$ cat src/rtl/picomips_pkg.sv
// picoMips shared types and sequencer defaults.
// Stage encoding matches the decoder's Stage convention.
package picomips_pkg;

    typedef enum logic [1:0] {
        FETCH   = 2'b00,
        DECODE  = 2'b01,
        EXECUTE = 2'b10,
        WRITE   = 2'b11
    } stage_t;

    localparam int MUL_CYCLES_DEF  = 2;
    localparam int SYNC_STAGES_DEF = 2;
    localparam int HOLD_W_DEF      = 8;

    // Multiply counter is sized for the full legal MUL_CYCLES range.
    localparam int MUL_CNT_W = 4;

endpackage

$ cat src/rtl/stage_sequencer_sync.sv
// handshake_sync: STAGES-deep flop chain for an asynchronous level.
// The output is the last flop; latency is STAGES rising edges.
module handshake_sync #(
    parameter int STAGES = 2
) (
    input  logic Clock,
    input  logic Reset,
    input  logic async_i,
    output logic sync_o
);

    logic [STAGES-1:0] chain_q;

    // Shift the raw level through the chain; cleared on reset.
    always_ff @(posedge Clock or posedge Reset) begin
        if (Reset) begin
            chain_q <= '0;
        end else begin
            chain_q <= {chain_q[STAGES-2:0], async_i};
        end
    end

    assign sync_o = chain_q[STAGES-1];

endmodule

$ cat src/rtl/stage_sequencer.sv
// stage_sequencer: picoMips FETCH/DECODE/EXECUTE/WRITE sequencer.
// Optional single-step gating is built with STAGE_SEQ_STEP_EN.
module stage_sequencer
    import picomips_pkg::*;
#(
    parameter int MUL_CYCLES  = MUL_CYCLES_DEF,
    parameter int SYNC_STAGES = SYNC_STAGES_DEF,
    parameter int HOLD_W      = HOLD_W_DEF
) (
    input  logic              Clock,
    input  logic              Reset,
    input  logic              Run,
    input  logic              HandshakeIn,
    input  logic              UseMul,
    input  logic              PCHold,
`ifdef STAGE_SEQ_STEP_EN
    input  logic              Step,
`endif
    output logic [1:0]        Stage,
    output logic              Handshake,
    output logic              PCEn,
    output logic              MulBusy,
    output logic              Idle,
    output logic [HOLD_W-1:0] HoldCycles
);

    localparam bit STRETCH = (MUL_CYCLES > 1);
    localparam logic [MUL_CNT_W-1:0] MUL_LOAD =
        MUL_CNT_W'(MUL_CYCLES - 1);

    stage_t                state_q;
    logic [MUL_CNT_W-1:0]  cnt_q;
    logic                  busy_q;
    logic                  idle_q;
    logic [HOLD_W-1:0]     hold_q;
    logic [HOLD_W-1:0]     hold_d;
    logic                  go;

    handshake_sync #(
        .STAGES (SYNC_STAGES)
    ) u_hs_sync (
        .Clock   (Clock),
        .Reset   (Reset),
        .async_i (HandshakeIn),
        .sync_o  (Handshake)
    );

`ifdef STAGE_SEQ_STEP_EN
    logic step_sync;
    logic step_prev_q;
    logic step_pend_q;
    logic step_rise;

    handshake_sync #(
        .STAGES (SYNC_STAGES)
    ) u_step_sync (
        .Clock   (Clock),
        .Reset   (Reset),
        .async_i (Step),
        .sync_o  (step_sync)
    );

    assign step_rise = step_sync && !step_prev_q;
    assign go        = Run && (step_rise || step_pend_q);

    // Edge detector history and pending flag for early Step edges.
    always_ff @(posedge Clock or posedge Reset) begin
        if (Reset) begin
            step_prev_q <= 1'b0;
            step_pend_q <= 1'b0;
        end else begin
            step_prev_q <= step_sync;
            if (state_q == FETCH && go) begin
                step_pend_q <= 1'b0;
            end else if (step_rise) begin
                step_pend_q <= 1'b1;
            end
        end
    end
`else
    assign go = Run;
`endif

    // Saturating pass counter for held instructions.
    always_comb begin
        hold_d = '0;
        if (PCHold) begin
            hold_d = (hold_q == '1) ? hold_q : hold_q + 1'b1;
        end
    end

    // Stage FSM with registered MulBusy, Idle and HoldCycles.
    always_ff @(posedge Clock or posedge Reset) begin
        if (Reset) begin
            state_q <= FETCH;
            cnt_q   <= '0;
            busy_q  <= 1'b0;
            idle_q  <= 1'b0;
            hold_q  <= '0;
        end else begin
            unique case (state_q)
                FETCH: begin
                    if (go) begin
                        state_q <= DECODE;
                        idle_q  <= 1'b0;
                    end else begin
                        idle_q  <= 1'b1;
                    end
                end
                DECODE: begin
                    state_q <= EXECUTE;
                    if (UseMul && STRETCH) begin
                        cnt_q  <= MUL_LOAD;
                        busy_q <= 1'b1;
                    end else begin
                        cnt_q  <= '0;
                        busy_q <= 1'b0;
                    end
                end
                EXECUTE: begin
                    if (cnt_q == '0) begin
                        state_q <= WRITE;
                        busy_q  <= 1'b0;
                    end else begin
                        cnt_q   <= cnt_q - 1'b1;
                        busy_q  <= (cnt_q != MUL_CNT_W'(1));
                    end
                end
                WRITE: begin
                    state_q <= FETCH;
                    hold_q  <= hold_d;
                end
            endcase
        end
    end

    assign Stage      = state_q;
    assign PCEn       = (state_q == WRITE) && !PCHold;
    assign MulBusy    = busy_q;
    assign Idle       = idle_q;
    assign HoldCycles = hold_q;

endmodule
$ cat config.mk
export PLATFORM = sky130hd
export DESIGN_NAME = stage_sequencer
export DESIGN_NICKNAME = d
export VERILOG_FILES = /design/src/rtl/picomips_pkg.sv /design/src/rtl/stage_sequencer_sync.sv /design/src/rtl/stage_sequencer.sv
export SDC_FILE = /design/constraint.sdc
export NUM_CORES = 1
export LEC_CHECK = 0
export ABC_CLOCK_PERIOD_IN_PS = 1700
export CAP_MARGIN = 20
export CORE_UTILIZATION = 45
export DETAILED_ROUTE_END_ITERATION = 10
export PLACE_DENSITY = 0.73
export SLEW_MARGIN = 20
export SYNTH_ARGS = -nofsm -noshare
export SYNTH_HDL_FRONTEND = slang
export SYNTH_HIERARCHICAL = 1
export SYNTH_SLANG_ARGS = --single-unit
$ cat constraint.sdc
create_clock -name Clock -period 1.7 [get_ports Clock]
set_input_delay 0.425 -clock Clock [delete_from_list [all_inputs] [get_ports Clock]]
set_output_delay 0.425 -clock Clock [all_outputs]
set_load 0.03 [all_outputs]
# After elaboration in Yosys (flattened, before gate mapping)

Index checks and enable logic that the tools add are counted.

Register bits after elaboration: 18
Input bits: 6
Output and inout bits: 14
Word-level logic and storage cells: 37

$add $sub $neg: 2
Equality and inequality tests: 9
Mux-type cells: 12
Reduce and logical (&&, ||, !) cells: 8

Operators with widths:

| kind                                                   | count |
|---|---|
| 2-to-1 mux 8 bit                                       | 2 |
| adder 8 x 1 -> 8 bit (second input constant)           | 1 |
| equality test 8 bit (second input constant)            | 1 |
| inequality test 2 bit (second input constant)          | 4 |
| one-hot mux 2 bit (4 select lines)                     | 1 |
| one-hot mux 4 bit (2 select lines)                     | 1 |
| AND reduction 2 bit                                    | 3 |
| equality test 2 bit (second input constant)            | 2 |
| logical NOT 4 bit                                      | 1 |
| 2-to-1 mux 1 bit                                       | 4 |
| 2-to-1 mux 2 bit                                       | 2 |
| 2-to-1 mux 4 bit                                       | 1 |
| inequality test 4 x 1 -> 1 bit (second input constant) | 1 |
| subtractor 4 x 1 -> 4 bit (second input constant)      | 1 |
| equality test 2 x 1 -> 1 bit (second input constant)   | 1 |
| logical NOT 2 bit                                      | 1 |
| one-hot mux 1 bit (2 select lines)                     | 1 |
| nonzero test 2 bit                                     | 1 |
| logical AND 1 bit                                      | 1 |
| logical NOT 1 bit                                      | 1 |

# Logic depth before layout (Yosys ltp)

Gate-level depths: netlist (run 1).

Depth after elaboration: 3
Gate-level depth with buffers: 6
Depth with buffers taken out: 5

# Hierarchy

The synthesis (run 1) kept the hierarchy.

By module, submodules not included:

| module          | times used | cells an instance | area each (µm²) | sequential area each (µm²) |
|---|---|---|---|---|
| stage_sequencer | 1          | 100               | 989.7           | 400.4 |
| handshake_sync  | 1          | 3                 | 53.8            | 50.0 |

# Least setup slack after synthesis (run 1)

OpenSTA, ideal clock, no wires.

Path type: reg2out
From: register state_q[0], in the netlist Stage[0]
To: output PCEn
Arrival time: 1.493 ns
Data required time: 1.275 ns
Slack: -0.218 ns
Stages on the path, launching flop included: 5
Buffers on the path: 1
Path through: dfrtp_1 -> ha_1 -> clkbuf_1 -> inv_1 -> nor2_1

Word-level cells in the longest chain between the ends: 2

RTL lines:

| item                   | line                   | RTL |
|---|---|---|
| start, declared        | stage_sequencer.sv:31  | `stage_t state_q;` |
| start signal, assigned | stage_sequencer.sv:95  | `state_q <= FETCH;` |
| start signal, assigned | stage_sequencer.sv:104 | `state_q <= DECODE;` |
| start signal, assigned | stage_sequencer.sv:111 | `state_q <= EXECUTE;` |
| equality test 2 bit    | stage_sequencer.sv:138 | `assign PCEn = (state_q == WRITE) && !PCHold;` |
| logical AND 1 bit      | stage_sequencer.sv:138 |  |
| end, declared          | stage_sequencer.sv:21  | `output logic PCEn,` |

Every way passes these cells.

# Worst setup path in the final report (run 1)

From: register cnt_q[1]
To: register state_q[1], in the netlist Stage[1]

Word-level cells in the longest chain between the ends: 3

RTL lines:

| item                            | line                   | RTL |
|---|---|---|
| start, declared                 | stage_sequencer.sv:32  | `logic [MUL_CNT_W-1:0] cnt_q;` |
| start signal, assigned          | stage_sequencer.sv:125 | `cnt_q <= cnt_q - 1'b1;` |
| logical NOT 4 bit               | stage_sequencer.sv:121 | `if (cnt_q == '0) begin` |
| inequality test 2 bit (no line) | -                      |  |
| AND reduction 2 bit (no line)   | -                      |  |
| end signal, assigned            | stage_sequencer.sv:111 |  |
| end signal, assigned            | stage_sequencer.sv:122 | `state_q <= WRITE;` |
| end signal, assigned            | stage_sequencer.sv:130 | `state_q <= FETCH;` |

Every way passes these cells.
A chain may end at the register's enable or synchronous reset.

==> run metrics, run 1 <==
Skew-Pair Late Insertion Delay just under 0.3 ns; Slew Viols, Final 0; synthesized instance count about 100; Port Buffers 19; final setup violation count 0; chip width about 50 um; Layout area overhead 33.6%; Ports 20; DR vias around 900; fraction of layout instances using a drive strength above 1 approximately 23%; maxcap violations 0; cell taking the most area after synthesis dfrtp_1; Avg Cell Area, Syn roughly 10 um^2; Detail Route Antenna Nets 0; kind of critical path reg2reg; met1 Track Usage GR a little over a quarter; met3 Resource Use GR around 2.7%; CTS Hold Bufs 0; routability cong. 0.943; FMAX 611 MHz; DRT iter0 DRCs 39; vias in the first global route roughly 850; DRC Markers 0; EDFF count, synth 0; post-synth cell types 43; PwrDens ~1700 nW/um^2; clk buf depth 2; die area roughly 2500 um^2; main area contributors after synthesis dfrtp_1 (43%), ha_1 (9.6%), inv_1 (4.0%); Filler Cells Inserted about 200; Clock Root Buffer clkbuf_4; Placed Instances between 150 and 200; global-route wire length before repair 3.87 mm; initial antenna violation count 0; final hold vios 0; min cycle time layout between 1.5 and 2 ns; clock slew at reported path FFs 0.11 ns; final net count 150; Synth top area share 43.2%; Tightest Hold Check Type in2async; LEAKAGE 0.682 nW; synth warn 6; H-tree levels 1; number of diodes 0; Worst EP required ~1.9 ns; mean number of vias per cell roughly 5.5; hpwl dp around 1.7 mm; Top Usage Layer GRT met2; maximum VDD drop ~0.0009 V; number of synthesized register bits 18; async set-reset flop share out of synthesis 100%; non-filler instance count after layout 163; Synthesized Nets approximately 120; sequential area share after synthesis a little over two fifths; CTS Buf Count 3; Main synth FF type dfrtp_1; top cells by count, synth dfrtp_1 (18), inv_1 (11), ha_1 (8), nor2_1 (8); RSZ-0062 raised after global routing false; Final Skew 0.00989 ns; CTS tree yes; slack of the critical path between 0.06 and 0.07 ns; met2 Use GR around a third; pin count of the biggest net entering global routing 15; delay-heaviest family, CP simple AND/OR/NAND/NOR gates; max_slew headroom around four fifths; Routed WL per cell 13.8 um; outcome finished, final reports clean; Core Footprint 2190 um^2; CP Launch Type register; GR Overflow Total 0; drt total wl 2.25 mm; crit-path max FO 3; Sink Count 18; endpoint class of the critical path register; most frequent cell after synthesis dfrtp_1; starting density of the core about 48%; register area around 450 um^2; DIE HEIGHT 50.2 um; Worst Max-Slew Pin Slew roughly 0.32 ns; CP max-delay cell or3b_4; fin crit share 96.3%; Cell Chain, Critical Path inv_1 -> ha_2 -> or3b_4 -> a21oi_4 -> mux2_4; FP Rows 17; Tot GR Track Use approximately a fifth; worst endpoint data arrival time 1.82 ns; multi-input logic area around 570 um^2; pre-CTS setup slack -0.0572 ns; synthesized area between 1000 and 1500 um^2; CP Buf/Inv Count 1; Crit path largest cell delay roughly 0.41 ns; DRT Pass-1 Iters 4
report_power, final:
group	leakage (nW)	switching, mW	internal, mW	total [mW]
sequential	0.224	0.143	0.582	0.725
combinational	0.443	0.776	0.675	1.45
clock	0.0150	0.132	0.0911	0.223
sequential cells by signal, indices dropped and copies added, names as in the netlist:
name / cells
MulBusy: 1
cnt_q: 4
u_hs_sync/chain_q: 2
HoldCycles: 8
Idle: 1
Stage: 2
cells in the final DEF (no fill, tap or decap), types with 2 or more instances in the layout:
master / Yosys / layout
inv_1: 11 / 9
o21ai_1: 2 / 2
inv_2: 0 / 2
and3_1: 2 / 2
dfrtp_2: 0 / 2
buf_4: 2 / 11
clkbuf_4: 0 / 3
dfrtp_1: 18 / 16
nor2_1: 8 / 7
nand3_1: 4 / 4
dlygate4sd2_1: 0 / 13
nor3_1: 4 / 4
mux2_4: 1 / 2
o21ai_0: 2 / 2
nand4_1: 3 / 3
nand2b_1: 3 / 3
mux2i_1: 2 / 2
buf_6: 0 / 2
nand2_1: 4 / 4
clkdlybuf4s50_1: 0 / 4
o211a_1: 2 / 2
ha_1: 8 / 6
cells by family (layout without fill, tap and decap cells):
group | Yosys count | count (layout) | share of synthesized area, %
DFF | 18 | 18 | 43.2
adders and majority gates | 8 | 8 | 9.59
and+or+nand+nor | 37 | 37 | 20.1
buffers and inverters | 14 | 46 | 5.75
AOI/OAI and AO/OA | 21 | 21 | 15.8
muxes | 5 | 5 | 5.52
what timing repair did:
action                                  in CTS  in global routing
pin swaps                                    0                  1
resized for setup                           16                  7
setup buffers                                0                  0
endpoints found under the setup margin      14                  2
per-stage QoR:
stage | total power [mW] | util [%] | TNS [ns] | area [um^2] | hold WS (ns)
floorplan | 1.63 | - | 0 | 1050 | 0.166
global placement | 2.11 | 61.5 | -0.0210 | 1350 | 0.343
detailed placement | 2.15 | 61.5 | -0.0836 | 1350 | 0.355
CTS | 2.32 | 62.3 | 0 | 1370 | 0.301
global route | 2.59 | 63.6 | 0 | 1390 | 0.311
finish | 2.40 | 63.6 | 0 | 1390 | 0.307
layout make-up:
class / count / share of cell area [%]
multi-input combinational: 71 / 40.7
sequential: 18 / 32.5
timing repair buffer: 31 / 19.5
inverter: 11 / 2.96
tap: 28 / 2.51
clock buffer: 4 / 1.89
worst register-to-register path, cell delays in order (launching register included):
cell and delay, ns:
dfrtp_1 0.40, inv_1 0.09, ha_2 0.18, or3b_4 0.41, a21oi_4 0.16, mux2_4 0.31
path summary, 6_finish.rpt:
kind | start | end | slack (ns) | depth (start not counted)
hold reg to reg | u_hs_sync/chain_q[0] | u_hs_sync/chain_q[1] | 0.38 | 0
min in group Clock | u_hs_sync/chain_q[0] | u_hs_sync/chain_q[1] | 0.38 | 0
max in group asynchronous | Reset | Stage[1] | 1.00 | 3
setup / recovery | cnt_q[1] | Stage[1] | 0.06 | 5
hold / removal | Reset | u_hs_sync/chain_q[1] | 0.31 | 2
setup reg to reg | cnt_q[1] | Stage[1] | 0.06 | 5
layer usage:
| layer | vias up | wire length (um) |
|---|---|---|
| li1 | 437 | - |
| met2 | 33 | 1070 |
| met3 | 2 | 116 |
| met1 | 432 | 1040 |
| met4 | 0 | 23 |
| met5 | - | 0 |
Power figures use the tool's default switching activity.
==> run 2, diff against run 1 <==
- CORE_UTILIZATION: 45 -> 33
- PLACE_DENSITY: 0.73 -> unset
==> run 2 against run 1 <==
Die area grew 35%. First-iteration DRC count shrank 26%. Utilization shrank 16 points. Hold slack lost 0.020 ns. Register-to-register slack is essentially flat. Largest cell class unchanged. Flip-flop and latch count is the same. Clock skew shrank 0.0084 ns. Critical path depth is the same. Combinational power grew 4%. Maximum frequency shrank 0.87%. Worst setup slack lost 0.014 ns. Clock power grew 28%.
==> run metrics, run 2 (synthesis results as in run 1) <==
Routed WL per cell 12.6 um (was 13.8 um); clock slew at reported path FFs 0.12 ns (was 0.11 ns); RR Endpoint Stage[1] (unchanged); DR vias 906 (was 904); vias in the first global route 838 (was 853); final net count 154 (was 150); hpwl dp 1.65 mm (was 1.70 mm); Final Skew 0.00153 ns (was 0.00989 ns); clk buf depth 2 (unchanged); maxcap violations 0 (unchanged); max FFs per register 8 (unchanged); Skew-Pair Late Insertion Delay 0.30 ns (was 0.29 ns); die area 3390 um^2 (was 2520 um^2); PwrDens 1720 nW/um^2 (about the same); Port Buffers 19 (unchanged); Ports 20 (unchanged); Core Footprint 3030 um^2 (was 2190 um^2); slack of the critical path 0.0485 ns (was 0.0629 ns); DRT Pass-1 Iters 4 (unchanged); DRT iter0 DRCs 29 (was 39); fraction of layout instances using a drive strength above 1 28.8% (was 23.0%); crit-path max FO 3 (unchanged); chip width 58.2 um (was 50.2 um); starting density of the core 34.5% (was 47.6%); DIE HEIGHT 58.2 um (was 50.2 um); FMAX 606 MHz (was 611 MHz); placed inst area 1380 um^2 (was 1350 um^2); min cycle time layout 1.65 ns (was 1.64 ns); Clock Root Buffer clkbuf_4 (unchanged); Worst EP required 1.90 ns (was 1.89 ns); worst endpoint data arrival time 1.85 ns (was 1.82 ns); mean number of vias per cell 4.95 (was 5.55); fin util 48.1% (was 63.6%); drt total wl 2.31 mm (was 2.25 mm); kind of critical path reg2reg (unchanged); maximum VDD drop 0.000605 V (was 0.000880 V); Tightest Hold Check Type in2async (unchanged); endpoint class of the critical path register (unchanged); CTS Buf Count 3 (unchanged); initial antenna violation count 0 (unchanged); Layout area overhead 39.6% (was 33.6%); DRC Markers 0 (unchanged); FF-to-FF path depth 5 (unchanged); pre-CTS setup slack -0.0194 ns (was -0.0572 ns); CP Launch Type register (unchanged); number of diodes 0 (unchanged); post-route cell area 1460 um^2 (was 1390 um^2); R2R Path Start cnt_q[1] (unchanged); fin crit share 97.1% (was 96.3%); Worst Max-Slew Pin Slew 0.301 ns (was 0.317 ns); routability cong. 0.880 (was 0.943); final setup violation count 0 (unchanged); Detail Route Antenna Nets 0 (unchanged); Tot Pwr 2.51 mW (was 2.40 mW); FP Rows 20 (was 17); commonest cells after routing, fill and taps aside dfrtp_1 (16), buf_4 (16), dlygate4sd2_1 (14) (was dfrtp_1 (16), dlygate4sd2_1 (13), buf_4 (11)); CTS tree yes (unchanged); final hold vios 0 (unchanged); max_slew headroom 79.6% (was 78.6%); pin count of the biggest net entering global routing 17 (was 15); RSZ-0062 raised after global routing false (unchanged); H-tree levels 1 (unchanged); GR Overflow Total 0 (unchanged); Slew Viols, Final 0 (unchanged); global-route wire length before repair 3.77 mm (was 3.87 mm); Sink Count 18 (unchanged); flop2flop setup slack 0.05 ns (was 0.06 ns); LEAKAGE 0.697 nW (was 0.682 nW); outcome finished, final reports clean (unchanged); TNS Setup 0 ns (unchanged); Tot GR Track Use 14.7% (was 20.5%)
-- run 2: what timing repair did --
item	in CTS	in global routing
pin swaps	0	1
hold buffers	0	0
setup endpoints to repair	14	4
setup buffers	2	1
gates resized for setup	16	10
-- run 2: layout make-up --
type	instances	area, um^2
multi-input combinational	71	577
tap	44	55.1
sequential	18	453
fill	287	1570
clock buffer	4	36.3
inverter	11	41.3
timing repair buffer	35	294
-- run 2: where the power goes --
part / leakage [nW] / switching, mW / internal [mW] / total, mW
logic: 0.452 / 0.782 / 0.723 / 1.51
registers: 0.224 / 0.132 / 0.582 / 0.714
clock network: 0.0210 / 0.155 / 0.131 / 0.286
-- run 2: worst max-delay path by stage --
stage	startpoint	endpoint	cells past startpoint
detailed placement	PCHold	PCEn	4
finish	cnt_q[1]	Stage[1]	5
global route	HoldCycles[2]	HoldCycles[2]	1
floorplan	cnt_q[0]	Stage[1]	5
global placement	PCHold	PCEn	4
CTS	cnt_q[1]	Stage[1]	5
-- run 2: metal layers --
layer / track usage, % / routed length (um) / up-vias
met3: 4.46 / 110 / 2
met1: 19.0 / 1090 / 435
met5: 0 / 0 / -
met2: 24.1 / 1100 / 24
met4: 3.74 / 12 / 0
li1: - / - / 445
-- run 2: metrics by stage --
stage | hold WS (ns) | cells
final | 0.287 | 183
after global routing | 0.314 | 183
after CTS | 0.280 | 182
after detailed placement | 0.339 | 176
after global placement | 0.339 | 176
after floorplan | 0.166 | 103
-- run 2: worst max-delay path, cell delays in order, from the launching register on --
cell and delay, ns:
dfrtp_1 0.41, inv_1 0.09, ha_2 0.18, or3b_4 0.41, a21oi_4 0.16, mux2_4 0.31
==> run 3, diff against run 2 <==
- SYNTH_HIERARCHICAL: 1 -> unset
==> run 3 against run 2 <==
The run now ends with DRC left. Synthesized cell count unchanged. Hold slack improved by 0.069 ns. Worst setup slack gained 0.027 ns. Global-route usage fell by 0.42 points. Clock-buffer cell count decreased by 1. Sequential share of layout area increased by 1.2 points. Combinational power fell by 12%. Via count fell by 2.9%. Design area down 4.1%. Clock skew increased by 0.00064 ns. Routed wire length fell by 4.8%. Largest power group unchanged.
==> run metrics, run 3 <==
final hold vios 0 (unchanged); CTS Hold Bufs 0 (unchanged); kind of critical path reg2reg (unchanged); top cells by count, synth dfrtp_1 (18), inv_1 (9), ha_1 (8) (was dfrtp_1 (18), inv_1 (11), ha_1 (8), nor2_1 (8)); DRT iter0 DRCs 57 (was 29); outcome finished, violations left (was finished, final reports clean); CTS Buf Count 3 (unchanged); Worst EP required 1.88 ns (was 1.90 ns); initial antenna violation count 0 (unchanged); DRT Pass-1 Iters 7 (was 4); final net count 151 (was 154); number of diodes 0 (unchanged); number of synthesized register bits 18 (unchanged); pin count of the biggest net entering global routing 19 (was 17); Core Footprint 2880 um^2 (was 3030 um^2); CTS tree yes (unchanged); routability cong. 0.807 (was 0.880); Avg Cell Area, Syn 10.1 um^2 (about the same); most frequent cell after synthesis dfrtp_1 (unchanged); async set-reset flop share out of synthesis 100% (unchanged); Synth top area share 43.4% (was 43.2%); sequential area share after synthesis 43.4% (was 43.2%); Port Buffers 19 (unchanged); Filler Cells Inserted 284 (was 287); endpoint class of the critical path register (unchanged); chip width 58.1 um (was 58.2 um); Hold Crit Start u_hs_sync.chain_q[0]; hpwl dp 1.62 mm (was 1.65 mm); final setup violation count 0 (unchanged); drt total wl 2.20 mm (was 2.31 mm); worst hold slack 0.356 ns (was 0.287 ns); H-tree levels 1 (unchanged); fin crit share 95.5% (was 97.1%); Tightest Hold Check Type reg2reg (was in2async); synthesized instance count 103 (unchanged); die area 3370 um^2 (was 3390 um^2); vias in the first global route 889 (was 838); Routed WL per cell 12.4 um (was 12.6 um); cell taking the most area after synthesis dfrtp_1 (unchanged); synth warn 0 (was 6); worst endpoint data arrival time 1.80 ns (was 1.85 ns); Synthesized Nets 117 (unchanged); Slew Viols, Final 0 (unchanged); register area 450 um^2 (was 453 um^2); Worst Max-Slew Pin Slew 0.313 ns (was 0.301 ns); starting density of the core 36.1% (was 34.5%); DR vias 880 (was 906); Ports 20 (unchanged); Final Skew 0.00217 ns (was 0.00153 ns); R2R Path Start cnt_q[1] (unchanged); Layout area overhead 34.6% (was 39.6%); Tot GR Track Use 14.3% (was 14.7%); RSZ-0062 raised after global routing false (unchanged); LEAKAGE 0.678 nW (was 0.697 nW); commonest cells after routing, fill and taps aside dfrtp_1 (18), buf_4 (14), dlygate4sd2_1 (13) (was dfrtp_1 (16), buf_4 (16), dlygate4sd2_1 (14)); FMAX 616 MHz (was 606 MHz); fraction of layout instances using a drive strength above 1 21.5% (was 28.8%); commonest non-fill, non-tap cell in the layout dfrtp_1; GR Overflow Total 0 (unchanged); main area contributors after synthesis dfrtp_1 (43%), ha_1 (9.7%), inv_1 (3.3%) (was dfrtp_1 (43%), ha_1 (9.6%), inv_1 (4.0%)); TNS Setup 0 ns (unchanged); multi-input logic area 557 um^2 (was 577 um^2); synthesized area 1040 um^2 (about the same); Detail Route Antenna Nets 0 (unchanged); Sink Count 18 (unchanged); failing checks DRC; Main synth FF type dfrtp_1 (unchanged); max FFs per register 8 (unchanged); clock slew at reported path FFs 0.10 ns (was 0.12 ns); maximum VDD drop 0.000984 V (was 0.000605 V); min cycle time layout 1.62 ns (was 1.65 ns); Clock Root Buffer clkbuf_4 (unchanged); DRC Markers 4 (was 0); max_slew headroom 79.2% (was 79.6%); DIE HEIGHT 58.1 um (was 58.2 um); maxcap violations 0 (unchanged); clk buf depth 2 (unchanged); PwrDens 1570 nW/um^2 (was 1720 nW/um^2); post-synth cell types 39 (was 43); EDFF count, synth 0 (unchanged); CP Launch Type register (unchanged); global-route wire length before repair 3.75 mm (was 3.77 mm); Critical Path Source cnt_q[1] (unchanged); crit-path max FO 3 (unchanged); Skew-Pair Late Insertion Delay 0.28 ns (was 0.30 ns); FP Rows 19 (was 20); mean number of vias per cell 4.97 (was 4.95); fin util 48.5% (was 48.1%)
## run 3: critical path, stage by stage (launching register included)
cell	delay, ns
dfrtp_1	0.40
inv_1	0.09
ha_2	0.18
or3b_4	0.41
a21oi_4	0.15
mux2_4	0.31
## run 3: what timing repair did
item                       in CTS  in global routing
buffers inserted                2                  0
setup endpoints to repair      14                  2
gates resized for setup        14                  6
pin swaps                       0                  1
## run 3: final timing paths
check                                       end  slack (ns)  depth (start not counted)
max                                    Stage[1]        0.08                          5
min                        u_hs_sync.chain_q[1]        0.36                          0
max reg2reg                            Stage[1]        0.08                          5
min reg2reg                u_hs_sync.chain_q[1]        0.36                          0
max in group asynchronous         HoldCycles[1]        1.05                          3
min in group asynchronous         HoldCycles[4]        0.45                          3
## run 3: logic make-up (layout without fill, tap and decap cells)
kind of cell / after synthesis / in the layout / share of synthesized area [%]
and+or+nand+nor: 37 / 37 / 21.8
AOI/OAI and AO/OA: 24 / 24 / 16.8
DFF: 18 / 18 / 43.4
buffers and inverters: 13 / 45 / 5.19
adders and majority gates: 8 / 8 / 9.65
muxes: 3 / 3 / 3.14
## run 3: stage by stage
stage               setup WS (ns)  total power [mW]  area (um^2)  cells
floorplan                  0.0380              1.49         1040    103
global placement            0.104              1.94         1350    172
finish                     0.0759              2.20         1400    177
CTS                        0.0240              2.15         1370    177
global route              0.00743              2.37         1400    177
detailed placement         0.0551              1.96         1350    172
## run 3: area by class of cell
| cell class | instances | share of cell area [%] |
|---|---|---|
| multi-input cells | 72 | 39.9 |
| clock buffers | 3 | 1.61 |
| well taps | 42 | 3.76 |
| inverters | 9 | 2.42 |
| repair buffers | 33 | 20.1 |
| flip-flops and latches | 18 | 32.3 |
## run 3: power breakdown
part | switching, mW | total [mW] | internal (mW)
Clock | 0.128 | 0.210 | 0.0822
Combinational | 0.702 | 1.33 | 0.627
Sequential | 0.0985 | 0.659 | 0.561
## run 3: routing by layer
layer | GRT usage (%) | wire, um | vias up | share of wire [%]
li1 | - | - | 443 | -
met1 | 16.9 | 993 | 408 | 45
met2 | 26.1 | 1070 | 27 | 49
met3 | 2.01 | 117 | 2 | 5.3
met4 | 5.44 | 13 | 0 | 0.59
met5 | 0 | 0 | - | 0
